--- config.mk ---
export PLATFORM = sky130hd
export DESIGN_NAME = wb_arbiter
export DESIGN_NICKNAME = d
export VERILOG_FILES = /design/src/rtl/wb_arbiter.sv
export SDC_FILE = /design/constraint.sdc
export NUM_CORES = 1
export LEC_CHECK = 0
export BUFFER_PORTS_ARGS = -buffer_cell sky130_fd_sc_hd__buf_2
export CAP_MARGIN = 20
export CORE_UTILIZATION = 53
export DETAILED_ROUTE_END_ITERATION = 6
export PLACE_DENSITY = 0.77
export SYNTH_ARGS = -nofsm -noshare
export SYNTH_HDL_FRONTEND = slang
export SYNTH_SLANG_ARGS = --single-unit
export TNS_END_PERCENT = 30
--- constraint.sdc ---
create_clock -name clk -period 2.61 [get_ports clk]
set_input_delay 0.261 -clock clk [delete_from_list [all_inputs] [get_ports clk]]
set_output_delay 0.261 -clock clk [all_outputs]
set_load 0.1 [all_outputs]
--- src/rtl/wb_arbiter.sv ---
// wb_arbiter
//
// Write-back arbiter for the shared register-file write port. Three result
// streams (integer ALU, multiplier, FPU) each hand results over a valid/ready
// handshake into a one-entry holding slot. One occupied slot is granted per
// cycle. The granted entry is registered onto the write port (wb_*) toward
// the GPR/FPR files in decode.
//
// Write ordering between units to the same destination is guaranteed by the
// issue-stage scoreboard. This block does not enforce it.
//
// Compile-time option:
//   WB_RR_EN  defined   -> round-robin grant (ALU -> MUL -> FPU -> ALU)
//             undefined -> fixed priority FPU > MUL > ALU
//
// Ports:
//   clk, rst                   clock, synchronous active-low reset
//   <u>_valid/_ready           per-unit handshake (u = alu, mul, fpu)
//   <u>_rd/_data/_fpr          per-unit destination, value, FPR/GPR target
//   wb_we/wb_reg/wb_data       registered write port
//   wb_fpr_sel                 1 = FPR write, 0 = GPR write
//   wb_pending                 any holding slot occupied
//   cnt_clr                    synchronous clear of conflict_cnt
//   conflict_cnt               saturating count of cycles with >=2 slots full

module wb_arbiter #(
  parameter int DATA_W = 32,
  parameter int ADDR_W = 5
) (
  input  logic              clk,
  input  logic              rst,

  input  logic              alu_valid,
  output logic              alu_ready,
  input  logic [ADDR_W-1:0] alu_rd,
  input  logic [DATA_W-1:0] alu_data,
  input  logic              alu_fpr,

  input  logic              mul_valid,
  output logic              mul_ready,
  input  logic [ADDR_W-1:0] mul_rd,
  input  logic [DATA_W-1:0] mul_data,
  input  logic              mul_fpr,

  input  logic              fpu_valid,
  output logic              fpu_ready,
  input  logic [ADDR_W-1:0] fpu_rd,
  input  logic [DATA_W-1:0] fpu_data,
  input  logic              fpu_fpr,

  output logic              wb_we,
  output logic [ADDR_W-1:0] wb_reg,
  output logic [DATA_W-1:0] wb_data,
  output logic              wb_fpr_sel,
  output logic              wb_pending,

  input  logic              cnt_clr,
  output logic [15:0]       conflict_cnt
);

  localparam int NREQ = 3;
  localparam int ALU  = 0;
  localparam int MUL  = 1;
  localparam int FPU  = 2;

  logic [NREQ-1:0]   req_valid;
  logic [NREQ-1:0]   req_fpr;
  logic [NREQ-1:0]   req_ready;
  logic [NREQ-1:0]   req_load;
  logic [ADDR_W-1:0] req_rd   [NREQ];
  logic [DATA_W-1:0] req_data [NREQ];

  logic [NREQ-1:0]   slot_full;
  logic [NREQ-1:0]   slot_fpr;
  logic [ADDR_W-1:0] slot_rd   [NREQ];
  logic [DATA_W-1:0] slot_data [NREQ];

  logic [NREQ-1:0]   grant;
  logic [1:0]        grant_idx;
  logic              grant_any;
  logic              multi_full;

  assign req_valid = {fpu_valid, mul_valid, alu_valid};
  assign req_fpr   = {fpu_fpr, mul_fpr, alu_fpr};

  assign req_rd[ALU]   = alu_rd;
  assign req_rd[MUL]   = mul_rd;
  assign req_rd[FPU]   = fpu_rd;
  assign req_data[ALU] = alu_data;
  assign req_data[MUL] = mul_data;
  assign req_data[FPU] = fpu_data;

  // A slot frees up in the same cycle it is granted, so a requester can
  // stream one result per cycle while it keeps winning.
  assign req_ready = rst ? (~slot_full | grant) : '0;

  assign alu_ready = req_ready[ALU];
  assign mul_ready = req_ready[MUL];
  assign fpu_ready = req_ready[FPU];

  // Writes to GPR x0 are handshaken normally but never occupy the slot.
  always_comb begin
    req_load = '0;
    for (int i = 0; i < NREQ; i++) begin
      req_load[i] = req_valid[i] & req_ready[i] &
                    (req_fpr[i] | (req_rd[i] != '0));
    end
  end

  // ---------------------------------------------------------------------
  // Grant selection
  // ---------------------------------------------------------------------
`ifdef WB_RR_EN
  // rr_ptr names the requester searched first, i.e. the one after the last
  // grant. It starts at ALU after reset.
  logic [1:0] rr_ptr;

  always_comb begin
    grant = '0;
    case (rr_ptr)
      2'd1: begin
        if (slot_full[MUL])      grant[MUL] = 1'b1;
        else if (slot_full[FPU]) grant[FPU] = 1'b1;
        else if (slot_full[ALU]) grant[ALU] = 1'b1;
      end
      2'd2: begin
        if (slot_full[FPU])      grant[FPU] = 1'b1;
        else if (slot_full[ALU]) grant[ALU] = 1'b1;
        else if (slot_full[MUL]) grant[MUL] = 1'b1;
      end
      default: begin
        if (slot_full[ALU])      grant[ALU] = 1'b1;
        else if (slot_full[MUL]) grant[MUL] = 1'b1;
        else if (slot_full[FPU]) grant[FPU] = 1'b1;
      end
    endcase
  end

  always_ff @(posedge clk) begin
    if (!rst) begin
      rr_ptr <= 2'd0;
    end else if (grant_any) begin
      rr_ptr <= (grant_idx == 2'd2) ? 2'd0 : grant_idx + 2'd1;
    end
  end
`else
  always_comb begin
    grant = '0;
    if (slot_full[FPU])      grant[FPU] = 1'b1;
    else if (slot_full[MUL]) grant[MUL] = 1'b1;
    else if (slot_full[ALU]) grant[ALU] = 1'b1;
  end
`endif

  always_comb begin
    grant_idx = 2'd0;
    if (grant[MUL]) grant_idx = 2'd1;
    if (grant[FPU]) grant_idx = 2'd2;
  end

  assign grant_any = |grant;

  // ---------------------------------------------------------------------
  // Holding slots
  // ---------------------------------------------------------------------
  // A new entry overrides the clear from a same-cycle grant, so the slot
  // reloads instead of emptying.
  always_ff @(posedge clk) begin
    if (!rst) begin
      slot_full <= '0;
      slot_fpr  <= '0;
      for (int i = 0; i < NREQ; i++) begin
        slot_rd[i]   <= '0;
        slot_data[i] <= '0;
      end
    end else begin
      for (int i = 0; i < NREQ; i++) begin
        if (req_load[i]) begin
          slot_full[i] <= 1'b1;
          slot_fpr[i]  <= req_fpr[i];
          slot_rd[i]   <= req_rd[i];
          slot_data[i] <= req_data[i];
        end else if (grant[i]) begin
          slot_full[i] <= 1'b0;
        end
      end
    end
  end

  assign wb_pending = |slot_full;

  // ---------------------------------------------------------------------
  // Registered write port
  // ---------------------------------------------------------------------
  // Destination/data hold their last value when there is no grant.
  always_ff @(posedge clk) begin
    if (!rst) begin
      wb_we      <= 1'b0;
      wb_reg     <= '0;
      wb_data    <= '0;
      wb_fpr_sel <= 1'b0;
    end else begin
      wb_we <= grant_any;
      if (grant_any) begin
        wb_reg     <= slot_rd[grant_idx];
        wb_data    <= slot_data[grant_idx];
        wb_fpr_sel <= slot_fpr[grant_idx];
      end
    end
  end

  // ---------------------------------------------------------------------
  // Conflict counter
  // ---------------------------------------------------------------------
  // Only one slot can be granted per cycle, so two or more full slots means
  // at least one requester is waiting this cycle.
  assign multi_full = (slot_full[ALU] & slot_full[MUL]) |
                      (slot_full[ALU] & slot_full[FPU]) |
                      (slot_full[MUL] & slot_full[FPU]);

  always_ff @(posedge clk) begin
    if (!rst) begin
      conflict_cnt <= '0;
    end else if (cnt_clr) begin
      conflict_cnt <= '0;
    end else if (multi_full && (conflict_cnt != 16'hFFFF)) begin
      conflict_cnt <= conflict_cnt + 16'd1;
    end
  end

endmodule

==> impl_metrics.toml, run 1 <==
[outcome]
outcome = "finished, final reports clean"

[power]
powerDensity_nw_per_um2 = 811
leakage_uw = 0.00346
max-vdd-ir-drop_v = 0.000405
p_total_uw = 6990

[clock_network]
postCtsSetupBuffers = 0
htree_levels = 4
hold_buffers = 0
cts_tree = "done"
cts_resized = 0
root_buffer = "clkbuf_16"
cts.clk_slew.worst_paths_ns = 0.07
cts_buffers = 17
clockBufferDepth = 2
clkLatencyLatePin_ns = 0.43
clock-sinks = 172

[critical_path]
critPathMaxStageDelay_ns = 0.45
arrival_ns = 1.80
crit_family = "buffers and inverters"
cp_num_buf_inv = 1
required_ns = 2.35
rr_worst_depth = 4
crit_fanout = 8
crit_type = "register to output pin"
timing.rr.end = "conflict_cnt[11]"
path_cells = "o21ai_0, and2_1, buf_2"
r2r-start = "slot_full[1]"
reg2reg_slack_ns = 0.62
start_kind = "register"
cp_slowest_cell = "buf_2"
end_kind = "output pin"

[synth]
synth_top_area_share_pct = 47.8
netlist_area_sq_um = 6970
ys_warn_count = 0
seq_area_frac_synth_pct = 65.3
async_flop_share_pct = 0
synth_edf_count = 111
syn_nets = 680
ys_top_cells_by_area = "edfxtp_1 48%, dfxtp_1 18%, and2_1 10%"
synth_cells = 559
synth.most_common_cell = "and2_1"
synth_seq_cells = 172
synthTopCellsByCount = "116 x and2_1, 111 x edfxtp_1, 61 x dfxtp_1"
avgSynthCellArea_sq_um = 12.5
yosysUniqueCellTypes = 37
synthFlopType = "edfxtp_1"
post-synth-top-area-cell = "edfxtp_1"

[layout]
nets = 842
num_antenna_cells = 0
area_growth_pct = 23.5
n_fill_cell = 977
drive_gt1_share_pct = 31.2
largest_register_ffs = 96
reg.largest.list = "slot_data: 96 flops, wb_data: 32 flops, conflict_cnt: 16 flops"
top_register = "slot_data"

[route]
ant_nets = 0
via_count = 5153
routed_via_density = 5.69
drtIter0Drc = 340
drc = 0
wl_um = 16300
drt-pass1-iter-count = 5
drt-wirelength-per-cell_um = 18.0

[floorplan]
core_sq_um = 12700
io_pins = 179
dieArea_sq_um = 13600
num_rows = 41
die_w_um = 117
die_h_um = 117
start_util_pct = 54.8

[worst_hold_path]
hold_depth = 2
hp-class = "input pin to register"
worstHoldStart = "alu_data[16]"
holdPathEnd = "slot_data[0][16]"

[timing]
post-route-period-util_pct = 79.1
slew_headroom_pct = 61.0
max_freq_mhz = 485
worstMarginPinSlew_ns = 0.585
fin_tns_setup_ns = 0
rsz0062_at_grt = "false"
hold_viol = 0
maxSlewViolCount = 0
setup_violations = 0
fin_crit_ns = 2.06
skew_ns = 0.00756

[place]
gp_congestion = 0.843
hpwl_um = 10400
port_buffers = 178

[job]
maxCapViolCount = 0

[global_route]
grtUsageMet2_pct = 40.8
grt_max_degree = 84
gr-usage-met3_pct = 6.18
grt_pass1_vias = 5004
top_usage_layer = "met2"
grt_pass1_wl_um = 24800
grt.total_usage_pct = 24.8
use_met1_pct = 30.7
antenna_found_initial = 0
overflow = 0
## cells by family (layout without fill, tap and decap cells)
kind of cell               after synthesis  after routing  share of synthesized area [%]
AOI/OAI and AO/OA                      159            159                           15.2
DFF                                    172            172                           65.3
and+or+nand+nor                        175            175                           15.3
buffers and inverters                   51            226                           3.88
adders and majority gates                2              2                          0.323
## layout by cell type (no fill, tap or decap), types with 5 or more instances in the layout
master / instances
edfxtp_1: 111
dfxtp_1: 61
nand2_1: 8
o31ai_1: 9
nand4_1: 5
nand3_1: 8
buf_12: 6
or3_1: 9
o22ai_1: 37
buf_2: 177
a21oi_1: 50
and2_1: 116
o21ai_0: 11
o221ai_1: 37
clkbuf_16: 17
buf_4: 6
or4_1: 7
## metrics by stage
stage / area, sq um / instances / setup WS, ns / util (%) / hold slack [ns]
after floorplan: 6970 / 559 / 0.0843 / - / 0.384
after global placement: 8000 / 874 / 0.459 / 62.9 / 0.456
after detailed placement: 8000 / 874 / 0.402 / 62.9 / 0.457
after CTS: 8610 / 906 / 0.549 / 67.7 / 0.0925
after global routing: 8610 / 906 / 0.479 / 67.7 / 0.0922
final: 8610 / 906 / 0.546 / 67.7 / 0.104
## worst register-to-register path, cell delays in order, from the launching register on
cell and delay, ns:
dfxtp_1 0.46, maj3_1 0.43, nand4_1 0.37, or4_1 0.51, a21oi_1 0.15
## how the worst max path moves through the flow
stage                             to            start  slack [ns]  cells past startpoint
floorplan            conflict_cnt[3]  conflict_cnt[1]        0.08                      7
global placement    slot_data[2][15]          fpu_fpr        0.46                      6
detailed placement  slot_data[0][12]          fpu_fpr        0.40                      6
CTS                        alu_ready     slot_full[2]        0.55                      3
global route               alu_ready     slot_full[2]        0.48                      3
finish                     alu_ready     slot_full[2]        0.55                      3
## routing by layer
metal | up-vias | part of all wire [%]
li1 | 2452 | -
met1 | 2449 | 41
met2 | 218 | 50
met3 | 34 | 7.0
met4 | 0 | 2.6
met5 | - | 0
## power by group
part           leakage (uW)  internal (uW)  switching, uW
registers           0.00166           3170           90.8
logic               0.00151            292            845
clock network      0.000291           1520           1070
## cell type report
| class | instances | area [sq um] | area share (%) |
|---|---|---|---|
| Inverter | 5 | 18.8 | 0.218 |
| Timing Repair Buffer | 189 | 1050 | 12.2 |
| Sequential cell | 172 | 4550 | 52.9 |
| Clock inverter | 15 | 188 | 2.18 |
| Tap cell | 172 | 215 | 2.50 |
| Multi-Input combinational cell | 336 | 2160 | 25.1 |
| Clock buffer | 17 | 425 | 4.94 |
Note: power is estimated with default switching activity, not from simulation.
==> run 2: changes to the inputs <==
- clock period: 2.61 -> 2.15 ns (I/O delays scaled with it)
==> run 2 against run 1 <==
Clock-buffer cell count is 8 higher. Design area grew 2.0%. Sequential share of layout area down 0.75 points. Flip-flop and latch count unchanged. First-iteration DRC count grew 46%. Die area is the same. Wire length rose by 2.7%. Largest cell class unchanged.
==> impl_metrics.toml, run 2 (synthesis gave the netlist of run 1 again) <==
[clock_network]
cts.clk_slew.worst_paths_ns = 0.06
cts_resized = 0
cts_tree = "done"
clock-sinks = 172
htree_levels = 4
hold_buffers = 0
postCtsSetupBuffers = 0
clockBufferDepth = 2
cts_buffers = 17
root_buffer = "clkbuf_16"
clkLatencyLatePin_ns = 0.42

[route]
drt-wirelength-per-cell_um = 18.3
via_count = 5242
drc = 0
drt-pass1-iter-count = 5
ant_nets = 0
drtIter0Drc = 495
wl_um = 16700
routed_via_density = 5.74

[power]
max-vdd-ir-drop_v = 0.000499
powerDensity_nw_per_um2 = 1000
pwr-share-clk_pct = 39.1
leakage_uw = 0.00354
p_int_uw = 6500
swShare_pct = 26.4
p_total_uw = 8820
seq_power_share_pct = 44.9
p_sw_uw = 2330
power_frac_comb_pct = 16.0

[timing]
max_freq_mhz = 521
fin_tns_setup_ns = 0
finalWorstSetupSlack_ns = 0.229
worstMarginPinSlew_ns = 0.572
fin_crit_ns = 1.92
maxSlewViolCount = 0
slew_headroom_pct = 61.8
rsz0062_at_grt = "false"
hold_viol = 0
setup_violations = 0
skew_ns = 0.00632
post-route-period-util_pct = 89.3

[worst_hold_path]
hp-class = "input pin to register"
worstHoldStart = "mul_data[10]"
holdPathEnd = "slot_data[1][10]"
hold_depth = 2

[floorplan]
io_pins = 179
dieArea_sq_um = 13600
die_w_um = 117
die_h_um = 117
core_sq_um = 12700
start_util_pct = 54.8
num_rows = 41

[critical_path]
timing.rr.end = "conflict_cnt[4]"
end_kind = "output pin"
rr_worst_depth = 5
crit_type = "register to output pin"
reg2reg_slack_ns = 0.23
crit_fanout = 10
r2r-start = "conflict_cnt[0]"
required_ns = 1.93
start_kind = "register"
arrival_ns = 1.71
cp-startpoint = "slot_full[2]"

[job]
maxCapViolCount = 0

[place]
dp.cells = 880
port_buffers = 178
hpwl_um = 10500
dp_worst_setup_slack_ns = -0.0196
placed_cell_area_sq_um = 8110
gp_congestion = 0.812

[layout]
reg.largest.list = "slot_data: 96 flops, wb_data: 32 flops, conflict_cnt: 16 flops"
final_common_cell = "buf_2"
design_area_sq_um = 8790
n_fill_cell = 946
top_register = "slot_data"
drive_gt1_share_pct = 33.1
largest_register_ffs = 96
area_growth_pct = 26.0
final_cell_mix = "175 x buf_2, 116 x and2_1, 111 x edfxtp_1"
nets = 848
layout.cells.non_filler = 913

[global_route]
antenna_found_initial = 1
grt_max_degree = 102
grt_pass1_vias = 4985
grt.total_usage_pct = 25.4
overflow = 0
grt_pass1_wl_um = 25600

[outcome]
outcome = "finished, final reports clean"
[run 2: changes by cell type in the layout (fill, tap and decap cells not counted), sizes merged]
cell      change
diode         +1
buf           +6
inv           -4
clkinvlp      -3
bufinv        +3
clkinv        -4
clkbuf        +8
[run 2: how the worst max path moves through the flow]
stage                             endpoint
after floorplan            slot_data[0][0]
final                           wb_pending
after global routing       conflict_cnt[4]
after global placement    slot_data[2][18]
after CTS                       wb_pending
after detailed placement  slot_data[0][20]
[run 2: worst max-delay path, stage by stage (launching register included)]
cell	delay, ns
dfxtp_1	0.38
or3_1	0.64
buf_12	0.27
[run 2: power by group through the flow]
stage	Combinational (uW)	Sequential, uW	Clock [uW]
after global routing	1500	3980	3630
after CTS	1420	3960	3480
after global placement	1390	4010	0
after floorplan	482	4580	0
final	1420	3960	3450
after detailed placement	1410	4030	0
[run 2: stage by stage]
| step | utilization, % | hold WS [ns] |
|---|---|---|
| 4_1_cts | 69.0 | 0.0483 |
| 2_1_floorplan | - | 0.338 |
| 3_3_place_gp | 63.8 | 0.454 |
| 5_1_grt | 69.1 | 0.0525 |
| 6_report | 69.1 | 0.0693 |
| 3_5_place_dp | 63.8 | 0.469 |
[run 2: cell type report]
type | instances | area [sq um] | area share [%]
repair buffers | 195 | 1140 | 13.0
clock inverters | 7 | 184 | 2.09
inverters | 5 | 18.8 | 0.214
flip-flops and latches | 172 | 4580 | 52.1
diodes | 1 | 2.50 | 0.0285
well taps | 172 | 215 | 2.45
multi-input cells | 336 | 2160 | 24.6
clock buffers | 25 | 485 | 5.53
[run 2: routing by layer]
| metal | wire length [um] | global-route usage [%] | vias up | part of all wire (%) |
|---|---|---|---|---|
| li1 | - | - | 2458 | - |
| met5 | 0 | 0 | - | 0 |
| met2 | 8150 | 41.1 | 232 | 49 |
| met4 | 269 | 9.79 | 0 | 1.6 |
| met1 | 7140 | 33.4 | 2527 | 43 |
| met3 | 1180 | 6.07 | 25 | 7.0 |
